**config.mk**
```make
export PLATFORM = sky130hd
export DESIGN_NAME = uart_rx_monitor
export DESIGN_NICKNAME = d
export VERILOG_FILES = /design/src/rtl/uart_rx_monitor.sv
export SDC_FILE = /design/constraint.sdc
export NUM_CORES = 1
export LEC_CHECK = 0
export ABC_AREA = 1
export CORE_MARGIN = 4
export CORE_UTILIZATION = 25
export CTS_CLUSTER_DIAMETER = 100
export CTS_CLUSTER_SIZE = 14
export DETAILED_ROUTE_END_ITERATION = 8
export DONT_BUFFER_PORTS = 1
export PLACE_DENSITY = 0.38
export RECOVER_POWER = 100
export SLEW_MARGIN = 30
export SYNTH_ARGS = -nofsm -noshare
export SYNTH_HDL_FRONTEND = slang
export SYNTH_SLANG_ARGS = --single-unit
export TNS_END_PERCENT = 5
```
**constraint.sdc**
```tcl
create_clock -name clk_in -period 2.25 [get_ports clk_in]
set_input_delay 0 -clock clk_in [delete_from_list [all_inputs] [get_ports clk_in]]
set_output_delay 0 -clock clk_in [all_outputs]
set_load 0.05 [all_outputs]
```
**src/rtl/uart_rx_monitor.sv**
```systemverilog
// 8N1 UART receiver: 2-flop synchronizer, counter-driven sampling FSM and a
// show-ahead byte FIFO with valid/ready pop plus framing/overrun error pulses.
`timescale 1ns/1ps
module uart_rx_monitor #(
  parameter int CLKS_PER_BIT = 69,
  parameter int DATA_W       = 8,
  parameter int FIFO_DEPTH   = 8
) (
  input  logic                              clk_in,
  input  logic                              reset,
  input  logic                              uart_rx,
  output logic [DATA_W-1:0]                 rx_data,
  output logic                              rx_valid,
  input  logic                              rx_ready,
  output logic                              frame_err,
  output logic                              overrun_err,
  output logic [$clog2(FIFO_DEPTH+1)-1:0]   fifo_count,
  output logic                              busy
);

  localparam int CNT_W = $clog2(CLKS_PER_BIT);
  localparam int IDX_W = $clog2(DATA_W + 1);
  localparam int AW    = $clog2(FIFO_DEPTH);
  localparam int CW    = $clog2(FIFO_DEPTH + 1);

  localparam logic [CNT_W-1:0] HALF_LOAD = CNT_W'(CLKS_PER_BIT / 2 - 1);
  localparam logic [CNT_W-1:0] BIT_LOAD  = CNT_W'(CLKS_PER_BIT - 1);
  localparam logic [IDX_W-1:0] LAST_IDX  = IDX_W'(DATA_W - 1);
  localparam logic [CW-1:0]    FULL_CNT  = CW'(FIFO_DEPTH);

  typedef enum logic [2:0] {
    IDLE  = 3'd0,
    START = 3'd1,
    DATA  = 3'd2,
    STOP  = 3'd3,
    BREAK = 3'd4
  } state_t;

  // Synchronizer flops preset to the idle-high line level.
  logic sync1_reg;
  logic sync2_reg;
  logic rxs;

  always_ff @(posedge clk_in or posedge reset) begin
    if (reset) begin
      sync1_reg <= 1'b1;
      sync2_reg <= 1'b1;
    end else begin
      sync1_reg <= uart_rx;
      sync2_reg <= sync1_reg;
    end
  end

  assign rxs = sync2_reg;

  state_t              state_reg;
  logic [CNT_W-1:0]    cnt_reg;
  logic [IDX_W-1:0]    idx_reg;
  logic [DATA_W-1:0]   shift_reg;
  logic                busy_reg;
  logic                frame_err_reg;
  logic                cnt_zero;

  assign cnt_zero = (cnt_reg == '0);

  always_ff @(posedge clk_in or posedge reset) begin
    if (reset) begin
      state_reg     <= IDLE;
      cnt_reg       <= '0;
      idx_reg       <= '0;
      shift_reg     <= '0;
      busy_reg      <= 1'b0;
      frame_err_reg <= 1'b0;
    end else begin
      frame_err_reg <= 1'b0;
      case (state_reg)
        IDLE: begin
          if (!rxs) begin
            cnt_reg   <= HALF_LOAD;
            state_reg <= START;
            busy_reg  <= 1'b1;
          end
        end
        START: begin
          if (!cnt_zero) begin
            cnt_reg <= cnt_reg - CNT_W'(1);
          end else if (rxs) begin
            // Line went back high before mid start bit: treat as a glitch.
            state_reg <= IDLE;
            busy_reg  <= 1'b0;
          end else begin
            cnt_reg   <= BIT_LOAD;
            idx_reg   <= '0;
            state_reg <= DATA;
          end
        end
        DATA: begin
          if (!cnt_zero) begin
            cnt_reg <= cnt_reg - CNT_W'(1);
          end else begin
            shift_reg <= {rxs, shift_reg[DATA_W-1:1]};
            cnt_reg   <= BIT_LOAD;
            if (idx_reg == LAST_IDX) begin
              state_reg <= STOP;
            end else begin
              idx_reg <= idx_reg + IDX_W'(1);
            end
          end
        end
        STOP: begin
          if (!cnt_zero) begin
            cnt_reg <= cnt_reg - CNT_W'(1);
          end else if (rxs) begin
            state_reg <= IDLE;
            busy_reg  <= 1'b0;
          end else begin
            frame_err_reg <= 1'b1;
            state_reg     <= BREAK;
          end
        end
        BREAK: begin
          // Hold here for the whole low period so a break reports one error.
          if (rxs) begin
            state_reg <= IDLE;
            busy_reg  <= 1'b0;
          end
        end
        default: begin
          state_reg <= IDLE;
          busy_reg  <= 1'b0;
        end
      endcase
    end
  end

  assign busy      = busy_reg;
  assign frame_err = frame_err_reg;

  logic push;
  logic pop;
  logic full;
  logic wr_en;

  logic [DATA_W-1:0] mem [FIFO_DEPTH];
  logic [AW-1:0]     wr_ptr_reg;
  logic [AW-1:0]     rd_ptr_reg;
  logic [CW-1:0]     count_reg;
  logic              overrun_reg;

  assign push  = (state_reg == STOP) && cnt_zero && rxs;
  assign pop   = rx_valid && rx_ready;
  assign full  = (count_reg == FULL_CNT);
  // A pop in the same cycle frees the slot the push needs.
  assign wr_en = push && (!full || pop);

  always_ff @(posedge clk_in) begin
    if (wr_en) begin
      mem[wr_ptr_reg] <= shift_reg;
    end
  end

  always_ff @(posedge clk_in or posedge reset) begin
    if (reset) begin
      wr_ptr_reg  <= '0;
      rd_ptr_reg  <= '0;
      count_reg   <= '0;
      overrun_reg <= 1'b0;
    end else begin
      overrun_reg <= push && full && !pop;
      if (wr_en) begin
        wr_ptr_reg <= wr_ptr_reg + AW'(1);
      end
      if (pop) begin
        rd_ptr_reg <= rd_ptr_reg + AW'(1);
      end
      case ({wr_en, pop})
        2'b10:   count_reg <= count_reg + CW'(1);
        2'b01:   count_reg <= count_reg - CW'(1);
        default: count_reg <= count_reg;
      endcase
    end
  end

  assign rx_valid    = (count_reg != '0);
  assign rx_data     = rx_valid ? mem[rd_ptr_reg] : '0;
  assign fifo_count  = count_reg;
  assign overrun_err = overrun_reg;

endmodule

```
==> Word level (Yosys, flattened, before mapping) <==
Memory sizes are Yosys's and may differ from the RTL's.
Cells that the tools add are included.
{ "totals": {"memories": 1, "register_bits": 37, "ram_bits": 64, "out_inout_bits": 16, "inputBits": 4, "wordCells": 91} }
{ "classes": {"add_sub_neg": 6, "eq_ne": 19, "bitwise_logic": 1, "n_reduce_logical": 21, "muxes": 31} }
{ "memory_table": {"columns": ["name", "words", "width", "read_ports", "rd_clocked_by_memory_dff", "write_ports", "line", "source"], "rows": [
  ["mem", 8, 8, 1, 0, 1, "144", "logic [DATA_W-1:0] mem [FIFO_DEPTH];"]
]} }
{ "op_table": {"columns": ["operator", "count"], "rows": [
  ["two-way mux 7 bit", 5],
  ["case mux 7 bit (4 select lines)", 1],
  ["two-way mux 3 bit", 7],
  ["!= test 2 bit (second input constant)", 9],
  ["two-way mux 4 bit", 4],
  ["case mux 4 bit (2 select lines)", 2],
  ["case mux 3 bit (5 select lines)", 1],
  ["adder 4 x 1 -> 4 bit (second input constant)", 2],
  ["two-way mux 1 bit", 8],
  ["two-way mux 8 bit", 1],
  ["nonzero test 4 bit", 2],
  ["logical NOT 7 bit", 1],
  ["subtractor 7 x 1 -> 7 bit (second input constant)", 1],
  ["adder 3 x 1 -> 3 bit (second input constant)", 2],
  ["equality test 3 x 2 -> 1 bit (second input constant)", 2],
  ["logical AND 1 bit", 6],
  ["AND reduction 6 bit", 1],
  ["AND reduction 5 bit", 1],
  ["equality test 4 x 3 -> 1 bit (second input constant)", 1],
  ["equality test 4 bit (second input constant)", 1],
  ["case mux 1 bit (4 select lines)", 1],
  ["AND reduction 4 bit", 1],
  ["nonzero test 2 bit", 2],
  ["subtractor 4 x 1 -> 4 bit (second input constant)", 1],
  ["14 further kinds", 15]
]} }

==> Depth between registers and ports, before layout <==
{ "depth": {"depth_word": 6, "ltp_mapped": 17, "depth_no_buf": 17} }

==> Least setup slack after synthesis <==
Ideal clock, no wire load.
{ "synth_path": {"path_kind": "flip-flop to flip-flop", "from": "register count_reg[2], in the netlist fifo_count[2]", "to": "memory mem[0][0], enable pin", "stages_incl_launch_ff": 8, "required_time_ns": 1.867, "period_less_slack_ns": 2.464, "arrival_time_ns": 2.080, "slack_ns": -0.214, "path_cell_list": "dfrtp_1 inv_1 nand2_1 nor3_1 nor2_4 inv_2 or2_4 nor3_1"} }
{ "synth_between": {"elab_chain_cells": 6} }
{ "synth_lines": {"columns": ["item", "line", "source"], "rows": [
  ["start: declaration", "147", "logic [CW-1:0] count_reg;"],
  ["start signal: assignment", "177", "2'b10: count_reg <= count_reg + CW'(1);"],
  ["start signal: assignment", "178", "2'b01: count_reg <= count_reg - CW'(1);"],
  ["start signal: assignment", "179", "default: count_reg <= count_reg;"],
  ["equality test 4 bit / nonzero test 4 bit (equally long branches)", "152, 184", null],
  ["logical NOT 1 bit / logical AND 1 bit (equally long branches)", "154, 151", null],
  ["logical OR 1 bit *", "154", "assign wr_en = push && (!full || pop);"],
  ["logical AND 1 bit *", "154", null],
  ["two-way mux 1 bit *", "157", "if (wr_en) begin"],
  ["two-way mux 1 bit (not written as such) *", "158", "mem[wr_ptr_reg] <= shift_reg;"],
  ["end: declaration", "144", null]
]} }
Every way passes the cells marked *; elsewhere a longest branch is shown, timed or not.

==> Final worst setup path <==
{ "layout_path": {"from": "register cnt_reg[0]", "to": "memory mem[4][5], enable pin"} }
{ "layout_between": {"elab_chain_cells": 6} }
{ "layout_lines": {"columns": ["item", "line", "source"], "rows": [
  ["start: declaration", "57", "logic [CNT_W-1:0] cnt_reg;"],
  ["start signal: assignment", "86", "cnt_reg <= cnt_reg - CNT_W'(1);"],
  ["start signal: assignment", "99", "cnt_reg <= cnt_reg - CNT_W'(1);"],
  ["start signal: assignment", "112", "cnt_reg <= cnt_reg - CNT_W'(1);"],
  ["logical NOT 7 bit", "64", "assign cnt_zero = (cnt_reg == '0);"],
  ["logical AND 1 bit (2 in series)", "150", "assign push = (state_reg == STOP) && cnt_zero && rxs;"],
  ["logical AND 1 bit", "154", null],
  ["two-way mux 1 bit", "157", null],
  ["two-way mux 1 bit (not written as such)", "158", null]
]} }
No other way between the ends.

==> Flow_metrics.wiki <==
{| class="wikitable"
! Metric !! Value
|-
| Count of final setup violators || 0
|-
| Final worst path period need || 2.10 ns
|-
| Setup Skew || 0.0136 ns
|-
| Router iterations before antenna repair || 5
|-
| Total DRC errors in the routed layout || 0
|-
| Post-synth design cell area || 4400 um2
|-
| Worst slew pin tran || 0.970 ns
|-
| Simple-gate share of the synthesized area || 16.5%
|-
| Number of nets at the end of the flow || 449
|-
| Master cell of the clock root buffer || sky130_fd_sc_hd__clkbuf_16
|-
| Die outline area || 19800 um2
|-
| Highest fanout seen on the critical path || 8
|-
| Crit start category || register
|-
| Number of failing hold endpoints at the final stage || 0
|-
| Diode count || 0
|-
| Post-synthesis to final-layout area growth || 17.8%
|-
| Outcome || completed
|-
| Global-route wire length before repair || 16.9 mm
|-
| Category of the critical setup timing path || reg2reg
|-
| Effective utilization at floorplan || 25.5%
|-
| Max-slew headroom || 35.3%
|-
| Number of fill cells || 1770
|-
| Final Power || 6810 uW
|-
| Port Buf Inserts || 0
|-
| Count of pins over their slew limit || 0
|-
| Category of the worst setup path capture point || register
|-
| Pleak || 0.00208 uW
|-
| Share of synthesized cell area in full adder, half adder and majority cells || 1.71%
|-
| Die extent in y || 141 um
|-
| Clock transition at path regs || 0.07 ns
|-
| IO Count || 20
|-
| Largest cells by area after synthesis || sky130_fd_sc_hd__edfxtp_1 44%, sky130_fd_sc_hd__dfrtp_1 20%, sky130_fd_sc_hd__nor2_1 7.0%, sky130_fd_sc_hd__nand2_1 4.6%, sky130_fd_sc_hd__o21ai_0 4.6%
|-
| Number of buffers created by CTS || 9
|-
| R2R depth || 10
|-
| Clk Latency, worst-skew pair || 0.35 ns
|-
| Mean number of vias per cell || 4.39
|-
| Synth async-reset ratio || 36.6%
|-
| Number of distinct library cell variants in the gate-level netlist after synthesis || 31
|-
| Number of synthesis warnings || 0
|-
| Synth area leader || sky130_fd_sc_hd__edfxtp_1
|-
| Peak ir drop on the vdd network || 0.715 mV
|-
| Compound-cell area share of the yosys netlist || 9.91%
|-
| Antenna violations before repair || 0
|-
| Final GP Congestion || 0.790
|-
| Min-Delay Path Class || in2reg
|-
| Starting DRC count in detailed routing || 115
|-
| Crit path required time || 2.30 ns
|-
| Flip-flop count of the largest register after layout || 64
|-
| Overflow left after global routing || 0
|-
| FMAX || 476 MHz
|-
| Setup repair after global routing missed its margin || no
|-
| Number of max-capacitance violations reported || 0
|-
| Pin count of the biggest net entering global routing || 38
|-
| Post-synthesis sequential element count || 101
|-
| Drt wl/cell || 15.4 um
|-
| Final antenna-violating net count || 0
|-
| Cell depth of the worst hold path || 1
|-
| Largest family of logic cells by synthesized area || simple AND/OR/NAND/NOR gates
|-
| Post-Place Cells || 650
|-
| Core Box Area || 17200 um2
|-
| Wire length after detailed routing || 10.3 mm
|-
| Cells after synthesis || 406
|-
| Worst path arrival time || 2.16 ns
|-
| Syn_area_per_cell || 10.8 um2
|-
| Max Buffers Root-to-Sink || 2
|-
| Total clock sinks || 101
|-
| Sequential share of the synthesized area || 64.8%
|-
| Number of non-filler instances in the completed layout || 669
|-
| CTS H-tree lvls || 3
|-
| Multiplexer fraction of the synthesized cell area || 1.79%
|-
| Total number of placement rows || 48
|-
| GRT Overall Usage || 11.1%
|-
| Horizontal die dimension || 141 um
|-
| Vias in the first global route || 2991
|-
| Count of flip-flops with a built-in enable after synthesis || 64
|-
| Xor/xnor cell area share of the yosys netlist || 1.39%
|-
| Synth cell count leaders || 82 x sky130_fd_sc_hd__nor2_1, 64 x sky130_fd_sc_hd__edfxtp_1, 54 x sky130_fd_sc_hd__nand2_1, 40 x sky130_fd_sc_hd__o21ai_0, 35 x sky130_fd_sc_hd__dfrtp_1
|-
| Count of vias placed by the detailed router || 2939
|-
| Cell with the most instances after synthesis || sky130_fd_sc_hd__nor2_1
|-
| Net count after synthesis || 416
|-
| Predominant post-synthesis flop cell || sky130_fd_sc_hd__edfxtp_1
|-
| DP Wirelength || 7.18 mm
|-
| Power density normalized to cell area || 1310 nW/um2
|-
| Fraction of layout cells with a size suffix above 1 || 13.5%
|-
| Period utilisation layout || 93.4%
|-
| Portion of synthesized cell area occupied by the leading cell type || 43.7%
|-
| CTS tree || built
|}
==> cell usage in the layout (no fill, tap or decap), types with 3 or more instances in the layout <==
| cell type | count |
|---|---|
| sky130_fd_sc_hd__a21oi_1 | 7 |
| sky130_fd_sc_hd__buf_4 | 16 |
| sky130_fd_sc_hd__clkbuf_1 | 5 |
| sky130_fd_sc_hd__clkbuf_16 | 9 |
| sky130_fd_sc_hd__clkbuf_2 | 4 |
| sky130_fd_sc_hd__clkbuf_4 | 4 |
| sky130_fd_sc_hd__dfrtp_1 | 35 |
| sky130_fd_sc_hd__dlygate4sd3_1 | 3 |
| sky130_fd_sc_hd__edfxtp_1 | 64 |
| sky130_fd_sc_hd__ha_1 | 6 |
| sky130_fd_sc_hd__inv_1 | 32 |
| sky130_fd_sc_hd__mux2_2 | 7 |
| sky130_fd_sc_hd__nand2_1 | 54 |
| sky130_fd_sc_hd__nand3_1 | 11 |
| sky130_fd_sc_hd__nor2_1 | 82 |
| sky130_fd_sc_hd__nor3_1 | 9 |
| sky130_fd_sc_hd__o21ai_0 | 41 |
| sky130_fd_sc_hd__o32ai_1 | 16 |
| sky130_fd_sc_hd__xor2_1 | 7 |
==> worst max-delay path: stages, from the launching register on <==
cell	delay [ns]
sky130_fd_sc_hd__dfrtp_1	0.37
sky130_fd_sc_hd__inv_1	0.11
sky130_fd_sc_hd__ha_1	0.16
sky130_fd_sc_hd__nand2_1	0.12
sky130_fd_sc_hd__nor2_8	0.15
sky130_fd_sc_hd__nand3_4	0.12
sky130_fd_sc_hd__nor2_4	0.12
sky130_fd_sc_hd__inv_2	0.04
sky130_fd_sc_hd__or2_4	0.25
sky130_fd_sc_hd__nor3_1	0.13
sky130_fd_sc_hd__clkbuf_4	0.24
==> stage by stage <==
stage | cell area [um2] | setup slack, ns | setup TNS (ns) | hold slack, ns | util [%]
floorplan | 4400 | -0.214 | -8.55 | 0.00448 | -
global placement | 4870 | 0.159 | 0 | 0.00455 | 28.3
detailed placement | 4870 | 0.143 | 0 | 0.00455 | 28.3
CTS | 5200 | 0.0797 | 0 | 0.176 | 30.2
global route | 5180 | 0.00534 | 0 | 0.179 | 30.0
finish | 5180 | 0.148 | 0 | 0.197 | 30.0
==> power by group <==
| part | leakage [uW] | total (uW) | internal, uW | switching, uW |
|---|---|---|---|---|
| sequential | 0.00106 | 2330 | 2160 | 173 |
| combinational | 0.000872 | 2910 | 849 | 2060 |
| clock | 0.000149 | 1570 | 869 | 704 |
| total | 0.00208 | 6810 | 3870 | 2930 |
==> cell families (layout without fill, tap and decap cells) <==
group,count (synthesis),in the layout
simple gates,169,169
flops,101,101
compound gates,71,71
buf+inv,45,83
xor+xnor,7,7
mux,7,7
fa+ha+maj,6,6
==> layer usage <==
layer	up-vias	GRT usage (%)	routed length [um]
met5	-	0	0
met4	0	3.31	170
met3	14	3.36	372
met2	43	17.4	4810
met1	1409	14.9	4930
li1	1473	-	-
==> worst paths after layout <==
kind | from | endpoint | slack [ns]
min reg2reg | sync1_reg$_DFF_PP1_ | rxs$_DFF_PP1_ | 0.36
max in group asynchronous | reset | idx_reg[0]$_DFFE_PP0P_ | 1.25
min | uart_rx | sync1_reg$_DFF_PP1_ | 0.20
min in group asynchronous | reset | state_reg[2]$_DFFE_PP0P_ | 0.39
max reg2reg | cnt_reg[0]$_DFFE_PP0P_ | mem[4][5]$_DFFE_PP_ | 0.15
max | cnt_reg[0]$_DFFE_PP0P_ | mem[4][5]$_DFFE_PP_ | 0.15
==> final cells by class <==
| type | instances | area (um2) | area share, % |
|---|---|---|---|
| Inverter | 34 | 128 | 2.46 |
| Clock inverter | 7 | 72.6 | 1.40 |
| Tap cell | 225 | 282 | 5.44 |
| Timing Repair Buffer | 33 | 239 | 4.62 |
| Multi-Input combinational cell | 260 | 1380 | 26.7 |
| Sequential cell | 101 | 2850 | 55.1 |
| Clock buffer | 9 | 225 | 4.35 |
==> timing repair <==
item,4_1_cts,5_1_grt
buffers inserted,0,0
resized for setup,0,1
endpoints found under the hold margin,41,0
endpoints found under the setup margin,0,8
hold buffers,3,0
Power figures use the tool's default switching activity.
